## config.mk

```make
export PLATFORM = sky130hd
export DESIGN_NAME = poly_voice_mixer
export DESIGN_NICKNAME = d
export VERILOG_FILES = /design/src/rtl/poly_voice_mixer.sv
export SDC_FILE = /design/constraint.sdc
export NUM_CORES = 1
export LEC_CHECK = 0
export BUFFER_PORTS_ARGS = -buffer_cell sky130_fd_sc_hd__buf_2
export CAP_MARGIN = 0
export CORE_MARGIN = 4
export CORE_UTILIZATION = 50
export DETAILED_ROUTE_END_ITERATION = 12
export PLACE_DENSITY = 0.7
export SLEW_MARGIN = 20
export SYNTH_ARGS = -nofsm -noshare
export SYNTH_HDL_FRONTEND = slang
export SYNTH_SLANG_ARGS = --single-unit
```

## constraint.sdc

```tcl
create_clock -name clk -period 3.5 [get_ports clk]
set_clock_uncertainty 0.15 [all_clocks]
set_input_delay 0.175 -clock clk [delete_from_list [all_inputs] [get_ports clk]]
set_output_delay 0.175 -clock clk [all_outputs]
set_load 0.05 [all_outputs]
```

## src/rtl/poly_voice_mixer.sv

```systemverilog
// N-voice sample combiner: latches one sample per voice, sums the active voices
// serially, then divides by the active count. Optional peak meter: MIX_PEAK_EN.
module poly_voice_mixer #(
  parameter int NUM_VOICES = 4,
  parameter int SAMPLE_W   = 9,
  parameter int ACC_W      = SAMPLE_W + $clog2(NUM_VOICES + 1)
) (
  input  logic                           clk,
  input  logic                           n_rst,
  input  logic                           start_i,
  input  logic [NUM_VOICES*SAMPLE_W-1:0] sample_i,
  input  logic [NUM_VOICES-1:0]          active_i,
`ifdef MIX_PEAK_EN
  input  logic                           peak_clr_i,
  output logic [SAMPLE_W-1:0]            peak_o,
`endif
  output logic [SAMPLE_W-1:0]            mix_o,
  output logic                           ready_o,
  output logic                           busy_o,
  output logic                           overrun_o
);

  localparam int CNT_W  = $clog2(NUM_VOICES + 1);
  localparam int IDX_W  = $clog2(NUM_VOICES);
  localparam int STEP_W = $clog2(ACC_W + 1);
  localparam int REM_W  = ACC_W + 1;

  typedef enum logic [1:0] {
    S_IDLE  = 2'd0,
    S_ACCUM = 2'd1,
    S_DIV   = 2'd2,
    S_OUT   = 2'd3
  } state_e;

  state_e                         state_q, state_d;
  logic [NUM_VOICES*SAMPLE_W-1:0] samp_q, samp_d;
  logic [NUM_VOICES-1:0]          mask_q, mask_d;
  logic [ACC_W-1:0]               acc_q, acc_d;
  logic [CNT_W-1:0]               cnt_q, cnt_d;
  logic [IDX_W-1:0]               idx_q, idx_d;
  logic [REM_W-1:0]               rem_q, rem_d;
  logic [STEP_W-1:0]              step_q, step_d;
  logic [SAMPLE_W-1:0]            mix_q, mix_d;
  logic                           ready_q, ready_d;
  logic                           busy_q, busy_d;
  logic                           overrun_q, overrun_d;

  logic [SAMPLE_W-1:0]            voice_s;
  logic [REM_W-1:0]               rem_shift_s;
  logic [REM_W-1:0]               rem_sub_s;
  logic [REM_W-1:0]               cnt_ext_s;
  logic                           qbit_s;
  logic [ACC_W-1:0]               quo_next_s;

  // One restoring-division step; acc_q doubles as the dividend/quotient shift register.
  always_comb begin
    voice_s     = samp_q[idx_q*SAMPLE_W +: SAMPLE_W];
    cnt_ext_s   = REM_W'(cnt_q);
    rem_shift_s = {rem_q[ACC_W-1:0], acc_q[ACC_W-1]};
    if (rem_shift_s >= cnt_ext_s) begin
      qbit_s    = 1'b1;
      rem_sub_s = rem_shift_s - cnt_ext_s;
    end else begin
      qbit_s    = 1'b0;
      rem_sub_s = rem_shift_s;
    end
    quo_next_s = {acc_q[ACC_W-2:0], qbit_s};
  end

  // Next-state and datapath control.
  always_comb begin
    state_d   = state_q;
    samp_d    = samp_q;
    mask_d    = mask_q;
    acc_d     = acc_q;
    cnt_d     = cnt_q;
    idx_d     = idx_q;
    rem_d     = rem_q;
    step_d    = step_q;
    mix_d     = mix_q;
    ready_d   = 1'b0;
    overrun_d = 1'b0;
    case (state_q)
      S_IDLE: begin
        if (start_i) begin
          samp_d  = sample_i;
          mask_d  = active_i;
          acc_d   = {ACC_W{1'b0}};
          cnt_d   = {CNT_W{1'b0}};
          idx_d   = {IDX_W{1'b0}};
          state_d = S_ACCUM;
        end else begin
          state_d = S_IDLE;
        end
      end
      S_ACCUM: begin
        overrun_d = start_i;
        if (mask_q[idx_q]) begin
          acc_d = acc_q + ACC_W'(voice_s);
          cnt_d = cnt_q + CNT_W'(1);
        end else begin
          acc_d = acc_q;
        end
        if (idx_q == IDX_W'(NUM_VOICES - 1)) begin
          rem_d   = {REM_W{1'b0}};
          step_d  = {STEP_W{1'b0}};
          state_d = S_DIV;
        end else begin
          idx_d = idx_q + IDX_W'(1);
        end
      end
      S_DIV: begin
        overrun_d = start_i;
        if (cnt_q == CNT_W'(0)) begin
          mix_d   = {SAMPLE_W{1'b0}};
          ready_d = 1'b1;
          state_d = S_OUT;
        end else if (cnt_q == CNT_W'(1)) begin
          mix_d   = acc_q[SAMPLE_W-1:0];
          ready_d = 1'b1;
          state_d = S_OUT;
        end else begin
          rem_d  = rem_sub_s;
          acc_d  = quo_next_s;
          step_d = step_q + STEP_W'(1);
          // The final step's quotient bit goes straight to the output.
          if (step_q == STEP_W'(ACC_W - 1)) begin
            mix_d   = quo_next_s[SAMPLE_W-1:0];
            ready_d = 1'b1;
            state_d = S_OUT;
          end else begin
            state_d = S_DIV;
          end
        end
      end
      S_OUT: begin
        overrun_d = start_i;
        state_d   = S_IDLE;
      end
      default: begin
        state_d = S_IDLE;
      end
    endcase
    busy_d = (state_d != S_IDLE);
  end

  // State and output registers.
  always_ff @(posedge clk or negedge n_rst) begin
    if (!n_rst) begin
      state_q   <= S_IDLE;
      samp_q    <= {(NUM_VOICES*SAMPLE_W){1'b0}};
      mask_q    <= {NUM_VOICES{1'b0}};
      acc_q     <= {ACC_W{1'b0}};
      cnt_q     <= {CNT_W{1'b0}};
      idx_q     <= {IDX_W{1'b0}};
      rem_q     <= {REM_W{1'b0}};
      step_q    <= {STEP_W{1'b0}};
      mix_q     <= {SAMPLE_W{1'b0}};
      ready_q   <= 1'b0;
      busy_q    <= 1'b0;
      overrun_q <= 1'b0;
    end else begin
      state_q   <= state_d;
      samp_q    <= samp_d;
      mask_q    <= mask_d;
      acc_q     <= acc_d;
      cnt_q     <= cnt_d;
      idx_q     <= idx_d;
      rem_q     <= rem_d;
      step_q    <= step_d;
      mix_q     <= mix_d;
      ready_q   <= ready_d;
      busy_q    <= busy_d;
      overrun_q <= overrun_d;
    end
  end

  assign mix_o     = mix_q;
  assign ready_o   = ready_q;
  assign busy_o    = busy_q;
  assign overrun_o = overrun_q;

`ifdef MIX_PEAK_EN
  logic [SAMPLE_W-1:0] peak_q, peak_d;

  // Peak meter updates alongside mix_o; clear wins on a shared edge.
  always_comb begin
    peak_d = peak_q;
    if (peak_clr_i) begin
      peak_d = {SAMPLE_W{1'b0}};
    end else if (ready_d && (mix_d > peak_q)) begin
      peak_d = mix_d;
    end else begin
      peak_d = peak_q;
    end
  end

  // Peak register.
  always_ff @(posedge clk or negedge n_rst) begin
    if (!n_rst) begin
      peak_q <= {SAMPLE_W{1'b0}};
    end else begin
      peak_q <= peak_d;
    end
  end

  assign peak_o = peak_q;
`endif

endmodule

```

**Word-level counts from Yosys, hierarchy flattened**

Index checks and enable logic that the tools add are counted.

- Flip-flop bits (word level): 87
- Logic and storage cells: 84
- Output and inout bits: 12

- Add/subtract/negate cells: 5
- Shift operators: 1
- Mux-type cells: 37
- Reductions and logical operators: 14
- Eq/ne operators: 12
- $mul: 1
- $lt $le $gt $ge: 2

Operator list:

| kind | number |
|---|---|
| $mux 12 | 8 |
| $pmux 12 s3 | 1 |
| $shiftx 36x7->9 | 1 |
| $mux 9 | 3 |
| $pmux 12 s2 | 1 |
| $ge 13x3->1 | 1 |
| $add 12x9->12 | 1 |
| $mux 4 | 3 |
| $ne 2x2->1 const B | 6 |
| $sub 12x3->12 | 1 |
| $mux 1 | 11 |
| $pmux 2 s4 | 1 |
| $pmux 4 s2 | 1 |
| $eq 2x2->1 const B | 3 |
| $mul 2x4->6 const B | 1 |
| $mux 2 | 3 |
| $mux 3 | 2 |
| $pmux 3 s2 | 1 |
| $reduce_and 3->1 | 2 |
| $reduce_bool 2->1 | 3 |
| $reduce_bool 3->1 | 2 |
| $reduce_and 5->1 | 1 |
| $add 4x1->4 const B | 1 |
| $eq 4x4->1 const B | 1 |
| other kinds (12) | 13 |

**Depth between registers and ports, before layout**

Gate-level depths: netlist of the first run.

- Depth after elaboration: 6
- Gate-level depth with buffers: 10
- Depth with buffers taken out: 9

**Worst setup path before layout of the first run**

No wires, ideal clock.

- Kind: flip-flop to flip-flop
- From: reg idx_q[0]
- To: reg acc_q[11]
- Path buffers: 1
- Period minus slack after synthesis: 2,883 ps
- Data arrival time: 2,629 ps
- Setup slack: 617 ps
- Stages on the path, launching flop included: 9
- Cell sequence: dfrtp_1 -> buf_2 -> mux4_2 -> ha_1 -> and2_1 -> a221oi_2 -> a21oi_1 -> o21a_1 -> o311ai_1

- Longest elaborated chain between the ends: 5
- Elaborated cells between the ends (all ways): 9
- Those cells by class: 1 x add/sub; 1 x mul; 1 x eq/ne; 1 x shift; 4 x mux; 1 x reduce/logical

RTL lines:

| element | line | RTL |
|---|---|---|
| start, declared | 40 | `logic [IDX_W-1:0] idx_q, idx_d;` |
| start signal, assigned | 155 | `idx_q <= {IDX_W{1'b0}};` |
| start signal, assigned | 168 | `idx_q <= idx_d;` |
| $mul 2x4->6 | 57 | `voice_s = samp_q[idx_q*SAMPLE_W +: SAMPLE_W];` |
| $shiftx 36x7->9 | 57 |  |
| $add 12x9->12 | 99 | `acc_d = acc_q + ACC_W'(voice_s);` |
| $mux 12 | 98 | `if (mask_q[idx_q]) begin` |
| $pmux 12 s3 | 83 | `case (state_q)` |
| end signal, assigned | 153 | `acc_q <= {ACC_W{1'b0}};` |
| end, declared | 38 | `logic [ACC_W-1:0] acc_q, acc_d;` |

Parallel ways exist; a longest one is shown, timed or not. The select of a mux whose other input is x is not followed.
A chain may end at the register's enable or synchronous reset.

**Worst setup path after layout of the first run**

- From: reg idx_q[0]
- To: reg acc_q[8]

The elaborated chain is that of the path after synthesis.

==> results of run 1 <==
worst max-delay path, delay by kind of cell, from the launching register on:
family | cells | cell delay, ns
mux | 1 | 0.52
buf+inv | 2 | 0.36
compound gates | 4 | 1.08
flops | 1 | 0.63
simple gates | 1 | 0.07
fa+ha+maj | 1 | 0.21
state kept, by name, indices dropped and copies added (netlist names):
name / cells
mix_o: 9
rem_q: 12
state_q: 2
cnt_q: 3
busy_o: 1
overrun_o: 1
acc_q: 12
ready_o: 1
samp_q: 36
idx_q: 2
mask_q: 4
step_q: 4
metal layers:
layer	GRT usage, %	up-vias
met2	34.8	105
li1	-	1848
met3	4.27	18
met5	0	-
met4	7.31	0
met1	28.6	1845
Yosys cell counts (3+ instances only):
cell type and instances:
dfrtp_1 87, nand2_1 49, mux2_2 40, ha_1 21
o21ai_0 21, inv_1 20, nand3_1 19, a21oi_1 17
clkbuf_1 15, a22oi_1 12, o21ai_1 12, nor2_1 11
mux4_2 10, nor3_1 10, mux2i_1 8, a21o_1 6
and3_1 6, a31oi_1 5, nor2b_1 5, o21a_1 5
xnor2_1 5, a211o_1 4, and2_1 4, buf_2 3
nand4_1 3
what timing repair did:
item / CTS / global route
hold buffers: 42 / 0
setup endpoints to repair: 0 / 0
endpoints found under the hold margin: 121 / 0
layout make-up:
type,count,area share (%)
clock buffers,9,2.09
well taps,129,2.73
flip-flops and latches,87,36.8
multi-input cells,321,42.7
inverters,22,1.39
repair buffers,105,12.9
clock inverters,7,1.39
kinds of logic after synthesis:
kind of cell,Yosys count,synth area share [%]
fa+ha+maj,23,6.22
simple gates,119,12.3
buf+inv,42,3.39
flops,87,44.7
compound gates,114,16.5
mux,59,15.8
xor+xnor,6,1.08
path summary, 6_finish.rpt:
check	from	endpoint	slack, ns
setup reg to reg	idx_q[0]	acc_q[8]	0.37
hold reg to reg	mix_o[5]	mix_o[5]	0.33
min in group clk	mix_o[5]	mix_o[5]	0.33
max in group asynchronous	n_rst	rem_q[10]	2.31
setup / recovery	idx_q[0]	acc_q[8]	0.37
hold / removal	n_rst	ready_o	0.25
metrics by stage:
| step | setup slack, ns | hold WS (ns) | power [mW] | instances |
|---|---|---|---|---|
| floorplan | 0.617 | -0.271 | 4.12 | 450 |
| finish | 0.369 | 0.251 | 5.63 | 680 |
| detailed placement | 0.404 | 0.260 | 4.83 | 622 |
| CTS | 0.369 | 0.339 | 5.63 | 680 |
| global placement | 0.509 | 0.257 | 4.73 | 622 |
| global route | 0.0993 | 0.324 | 6.07 | 680 |
power breakdown:
| part | internal, mW | total [mW] | switching (mW) | leakage [nW] |
|---|---|---|---|---|
| clock | 0.344 | 0.745 | 0.401 | 0.106 |
| combinational | 1.37 | 3.15 | 1.78 | 1.47 |
| sequential | 1.40 | 1.73 | 0.329 | 1.11 |
==> out/metrics.cfg, run 1 <==
[global_routing]
grt_max_degree=81
grt-ovfl-total=0
grt_pass1_vias=3995
antenna_found_initial=0
grtUsageTotal_pct=21.3
grt_pass1_wl_um=19500

[routing]
top_layer=met4
met2_length_um=5430
avgViaCountPerCell=5.61
wl_met3_um=528
routedLengthMet1_um=5100
wl_um=11200
postRouteAntennaNets=0
detail_route.wl_per_cell_um=16.5
num_vias=3816
initialDrtViolationCount=158
drt_pre_antenna_iters=5
drcViolationCount=0

[cts]
clock_path_buffers=2
ctsResizeCount=0
clk_latency_ns=0.37
cts_buffers=9
root_buffer=clkbuf_8
cts.clk_slew.worst_paths_ns=0.09
cts.sinks=87
h-tree-depth=3
cts_tree=done
cts_setup_buffers=0

[placement]
hpwl_um=7570
dpl_cell_area_mm2=0.00529
portBuffers=54
gp_congestion=0.910

[worst_hold_path]
hp-class=input port to async pin

[synthesis]
ys_async_sr_fraction_pct=100
yosys_warnings=0
synth_flop_cell=dfrtp_1
netlist_area_mm2=0.00487
synth.avg_cell_area_um2=10.8
synth-seq-cells=87
yosysTopAreaCellShare_pct=44.7
syn_nets=516
yosys-top-cells-area=dfrtp_1 45%, mux2_2 9.3%, ha_1 5.4%
syn-instance-count=450
synth_seq_area_share_pct=44.7
synth_area_leader_cell=dfrtp_1
synthDistinctLibCells=65
synth-edff-count=0

[sta]
drv_slew=0
fin_tns_setup_ns=0
fin_crit_sh_pct=89.4
finalHoldViolations=0
clock.fmax_ghz=0.319
fin_crit_ns=3.13
rsz0062_at_grt=no
finalSetupViolCount=0
worstMarginPinSlew_ns=0.715
maxSlewHeadroom_pct=52.3

[setup_path]
crit_fanout=8
reg2reg_depth=9
crit_required_ns=3.59
cp.arrival_ns=3.22
crit_chain=buf_4 -> mux4_2 -> inv_1 -> fa_1 -> nor2b_1 -> o31ai_1 -> a21oi_1 -> o311ai_0 -> a2bb2oi_1
slowest_stage=dfrtp_1
critPathKind=flip-flop to flip-flop
start_kind=flip-flop
cpPeakStageDelay_ns=0.63
endpoint_kind=flip-flop

[finish]
post-route-util_pct=63.2
final_cell_mix=87 x dfrtp_1, 53 x buf_2, 49 x nand2_1, 42 x dlygate4sd3_1, 40 x mux2_2
syn_to_final_growth_pct=21.7
postLayoutCellArea_mm2=0.00592
num_antenna_cells=0
fill_cells=759
regArea_mm2=0.00218
layout_commonest_cell=dfrtp_1
multi_input_area_mm2=0.00253
fin_nets=612
drive_above_1_share_pct=26.0

[die]
die-height_um=107
io_pins=55
die_w_um=107
start_util_pct=51.9
rows=35
die-area_mm2=0.0114
core_area_mm2=0.00937

[power]
p_leak_nw=2.68
ir_worst_vdd_v=0.000423
p_per_area_mw_per_mm2=951

[run]
drv_cap=0

[status]
status=complete, no violations

Power figures use the tool's default switching activity.
==> run 2, diff against run 1 <==
==> constraint.sdc (replaced) <==
create_clock -name clk -period 3.45 [get_ports clk]
set_clock_uncertainty 0.15 [all_clocks]
set_input_delay 0.1725 -clock clk [delete_from_list [all_inputs] [get_ports clk]]
set_output_delay 0.1725 -clock clk [all_outputs]
set_load 0.05 [all_outputs]
==> run 2 against run 1 <==
Net effect:
- final area is 0.32% lower
- count of clock-buffer cells in the layout is 1 higher
- sequential share of layout area is 0.12 points higher
- power is 0.43% lower
- die area stayed put
- register-to-register slack hardly changed
- wire length is 6.2% lower
- critical path depth stayed put
- via count is 1.0% lower
- fmax is 1.1% higher
- non-clock buffer count is 1 higher
- setup slack worse by 0.015 ns
- highest routed layer unchanged
==> out/metrics.cfg, run 2 (same netlist as run 1, synthesis figures left out) <==
[status]
status=complete, no violations

[finish]
largest_register_ffs=36
final_cell_mix=87 x dfrtp_1, 53 x buf_2, 49 x nand2_1, 42 x dlygate4sd3_1, 40 x mux2_2
num_antenna_cells=0
syn_to_final_growth_pct=21.3
fill_cells=758
multi_input_area_mm2=0.00252
top_register=samp_q
drive_above_1_share_pct=25.9
fin_nets=613
regArea_mm2=0.00218
layout_commonest_cell=dfrtp_1
reg.largest.list=samp_q x36, acc_q x12, rem_q x12
postLayoutCellArea_mm2=0.00590

[die]
io_pins=55
core_area_mm2=0.00937
start_util_pct=51.9
die_w_um=107
rows=35
die-area_mm2=0.0114
die-height_um=107

[sta]
clock.fmax_ghz=0.323
worstMarginPinSlew_ns=0.963
fin_tns_setup_ns=0
rsz0062_at_grt=no
finalSetupViolCount=0
setup_ws_ns=0.355
holdWs_ns=0.327
maxSlewHeadroom_pct=35.8
fin_crit_ns=3.10
finalHoldViolations=0
drv_slew=0
fin_crit_sh_pct=89.7

[setup_path]
critPathKind=flip-flop to flip-flop
crit_required_ns=3.54
reg2reg_depth=9
crit_fanout=8
cp.arrival_ns=3.18
endpoint_kind=flip-flop
start_kind=flip-flop

[placement]
gp_congestion=0.874
hpwl_um=7410
place_worst_setup_slack_ns=0.342
dpl_cell_area_mm2=0.00529
portBuffers=54

[global_routing]
grt_pass1_wl_um=18500
grt_most_used_layer=met2
grt_use_met1_pct=28.8
globalRouteMet3Util_pct=3.01
grt_max_degree=77
use_met2_pct=31.5
antenna_found_initial=0
grt_pass1_vias=3913
grt-ovfl-total=0
grtUsageTotal_pct=20.0

[cts]
clk_latency_ns=0.36
clock_path_buffers=2
cts_setup_buffers=0
cts_tree=done
root_buffer=clkbuf_8
ctsResizeCount=0
cts.sinks=87
cts_buffers=9
cts.clk_slew.worst_paths_ns=0.09
h-tree-depth=3

[routing]
wl_um=10500
avgViaCountPerCell=5.54
drcViolationCount=0
detail_route.wl_per_cell_um=15.5
initialDrtViolationCount=198
drt_pre_antenna_iters=5
postRouteAntennaNets=0
num_vias=3776

[power]
p_per_area_mw_per_mm2=949
p_leak_nw=2.67
ir_worst_vdd_v=0.000413
total_power_mw=5.60

[run]
drv_cap=0

[worst_hold_path]
hold_depth=2
hp-class=flip-flop to flip-flop

run 2: changes by cell type in the layout (fill, tap and decap cells not counted), sizes merged:
cell | before | now
bufinv | 1 | 0
clkinv | 1 | 2
buf | 63 | 64
clkbuf | 9 | 10
inv | 27 | 25
clkinvlp | 0 | 1
run 2: final timing paths:
kind,start,to,slack [ns]
worst max register to register,idx_q[0],acc_q[8],0.35
worst max-delay path,idx_q[0],acc_q[8],0.35
max in group asynchronous,n_rst,mix_o[2],2.07
worst min-delay path,mix_o[2],mix_o[2],0.33
min in group asynchronous,n_rst,mix_o[8],0.34
worst min register to register,mix_o[2],mix_o[2],0.33
run 2: what timing repair did:
action,CTS,global route
endpoints found under the hold margin,117,0
setup endpoints to repair,0,0
hold buffers,42,0
run 2: through the flow:
| stage | instances | util (%) |
|---|---|---|
| global placement | 623 | 56.5 |
| finish | 681 | 63.0 |
| detailed placement | 623 | 56.5 |
| floorplan | 450 | - |
| global route | 681 | 63.0 |
| CTS | 681 | 63.0 |
run 2: layout make-up:
class	count	area share (%)
inverters	22	1.40
repair buffers	106	13.0
clock inverters	6	0.869
well taps	129	2.73
multi-input cells	321	42.8
clock buffers	10	2.33
flip-flops and latches	87	36.9
run 2: critical path: stages, from the launching register on:
cell	delay [ns]
dfrtp_1	0.63
buf_4	0.25
mux4_2	0.53
inv_1	0.09
fa_1	0.22
nor2b_1	0.07
o31ai_1	0.50
a21oi_1	0.13
o311ai_0	0.30
a2bb2oi_1	0.11
run 2: power by group:
group          internal, mW  switching, mW
clock network         0.292          0.391
logic                  1.39           1.79
registers              1.42          0.322
total                  3.10           2.50
run 2: metal layers:
layer	vias up	routed length, um
li1	1849	-
met1	1815	4970
met2	97	4880
met5	-	0
met4	0	144
met3	15	554
==> run 3, diff against run 2 <==
--- a/config.mk
+++ b/config.mk
@@ -5,6 +5,7 @@
 export SDC_FILE = /design/constraint.sdc
 export NUM_CORES = 1
 export LEC_CHECK = 0
+export ABC_AREA = 1
 export BUFFER_PORTS_ARGS = -buffer_cell sky130_fd_sc_hd__buf_2
 export CAP_MARGIN = 0
 export CORE_MARGIN = 4
==> run 3 against run 2 <==
Net effect:
- power is 19% lower
- critical path depth is 7 higher
- clock power is 1% higher
- final area is 1.5% higher
- register-to-register slack better by 0.39 ns
- first-iteration DRC count is 5.6% lower
- area after synthesis is 2.6% higher
- wire length is 11% higher
- setup slack better by 0.39 ns
- sequential share of layout area is 0.53 points lower
- global-route usage is 1.4 points higher
- largest cell class unchanged
- highest routed layer unchanged
==> out/metrics.cfg, run 3 <==
[finish]
reg.largest.list=samp_q x36, acc_q x12, rem_q x12
top_register=samp_q
postLayoutCellArea_mm2=0.00599
final_cell_mix=263 x nand2_1, 87 x dfrtp_1, 58 x inv_1, 53 x buf_2, 51 x nor2_1
num_antenna_cells=0
drive_above_1_share_pct=12.7
syn_to_final_growth_pct=19.9
fin_nets=830
largest_register_ffs=36
layout_commonest_cell=nand2_1

[synthesis]
synth-edff-count=0
synthDistinctLibCells=37
netlist_area_mm2=0.00499
yosys-top-cells-area=dfrtp_1 44%, nand2_1 20%, ha_1 5.3%
syn_nets=741
syn-instance-count=675
synth_commonest_cells=263 x nand2_1, 87 x dfrtp_1, 58 x inv_1
synth_seq_area_share_pct=43.6
yosys_warnings=0
ys_async_sr_fraction_pct=100
synth_area_leader_cell=dfrtp_1
yosysTopAreaCellShare_pct=43.6
synth_flop_cell=dfrtp_1
synth_most_common_cell=nand2_1
synth.avg_cell_area_um2=7.40
synth-seq-cells=87

[setup_path]
endpoint_kind=flip-flop
start_kind=flip-flop
crit_required_ns=3.54
crit_fanout=12
critPathKind=flip-flop to flip-flop
cp.arrival_ns=2.80

[global_routing]
antenna_found_initial=0
grt_pass1_wl_um=20200
grt-ovfl-total=0
grtUsageTotal_pct=21.4
grt_pass1_vias=4366
grt_max_degree=75

[cts]
clock_path_buffers=2
root_buffer=clkbuf_8
h-tree-depth=3
cts_tree=done
clk_latency_ns=0.36
cts.sinks=87
cts_buffers=9
cts.clk_slew.worst_paths_ns=0.08

[sta]
fin_crit_ns=2.71
fin_crit_sh_pct=78.5
drv_slew=0
finalSetupViolCount=0
maxSlewHeadroom_pct=39.3
finalHoldViolations=0
rsz0062_at_grt=no
holdWs_ns=0.333
clock.fmax_ghz=0.369
worstMarginPinSlew_ns=0.911
setup_ws_ns=0.742
fin_tns_setup_ns=0

[placement]
portBuffers=54
place_worst_setup_slack_ns=0.790
dpl_cell_area_mm2=0.00538
hpwl_um=8420
gp_congestion=0.934

[die]
die-height_um=108
core_area_mm2=0.00973
die_w_um=108
die-area_mm2=0.0117
start_util_pct=51.3
io_pins=55
rows=36

[power]
ir_worst_vdd_v=0.000309
p_leak_nw=3.23
p_per_area_mw_per_mm2=759
total_power_mw=4.54

[run]
drv_cap=0

[routing]
avgViaCountPerCell=5.03
drt_pre_antenna_iters=4
postRouteAntennaNets=0
num_vias=4541
detail_route.wl_per_cell_um=13.0
initialDrtViolationCount=187
wl_um=11800
drcViolationCount=0

[worst_hold_path]
hp-class=flip-flop to flip-flop

[status]
status=complete, no violations

run 3: timing repair:
item	in CTS	in global routing
hold buffers	42	0
setup buffers	0	0
endpoints found under the hold margin	114	0
resized for setup	0	0
run 3: kinds of logic after synthesis:
logic type                 count (synthesis)  share of synthesized area [%]
xor gates and xnor gates                   9                           1.58
adders and majority gates                 23                           6.06
and+or+nand+nor                          376                           30.8
DFF                                       87                           43.6
AOI/OAI and AO/OA                         91                           10.9
buffers and inverters                     89                           6.99
run 3: final timing paths:
check	startpoint	endpoint	slack [ns]	cells after the start
max in group asynchronous	n_rst	mask_q[3]	2.05	3
setup / recovery	idx_q[1]	acc_q[8]	0.74	16
setup reg to reg	idx_q[1]	acc_q[8]	0.74	16
hold reg to reg	mix_o[1]	mix_o[1]	0.33	2
hold / removal	mix_o[1]	mix_o[1]	0.33	2
min in group asynchronous	n_rst	acc_q[6]	0.35	2
run 3: layout make-up:
class                           instances  area [um2]
Inverter                               64         240
Fill cell                             879        3740
Multi-Input combinational cell        499        2470
Clock buffer                           11         151
Clock inverter                          5        40.0
Tap cell                              133         166
Sequential cell                        87        2180
Timing Repair Buffer                  103         746
run 3: where the power goes:
group,leakage (nW),internal [mW],switching (mW),total [mW]
sequential,1.14,1.31,0.247,1.56
clock,0.0886,0.306,0.383,0.690
combinational,2.01,0.793,1.50,2.30
run 3: worst max-delay path, cell delays in order, from the launching register on:
cell and delay (ns):
dfrtp_1 0.50, inv_1 0.28, o21ai_0 0.15, o22ai_1 0.14, ha_1 0.21, inv_1 0.07
fa_1 0.40, inv_1 0.09, nand3_1 0.07, nand3_1 0.13, nand2_1 0.07, nand2_1 0.08
nand2_1 0.05, nand2_1 0.05, o21ai_0 0.07, nand2_1 0.06, nand2_1 0.04
run 3: routing by layer:
layer,vias to the layer above,share of wire (%),GRT usage [%]
met3,12,4.2,3.70
met2,90,47,35.8
met1,2094,47,28.5
met5,-,0,0
li1,2345,-,-
met4,0,1.3,6.31
run 3: per-stage QoR:
step	utilization (%)	cells
3_3_place_gp	55.3	844
6_report	61.5	902
5_1_grt	61.5	902
2_1_floorplan	-	675
4_1_cts	61.5	902
3_5_place_dp	55.3	844
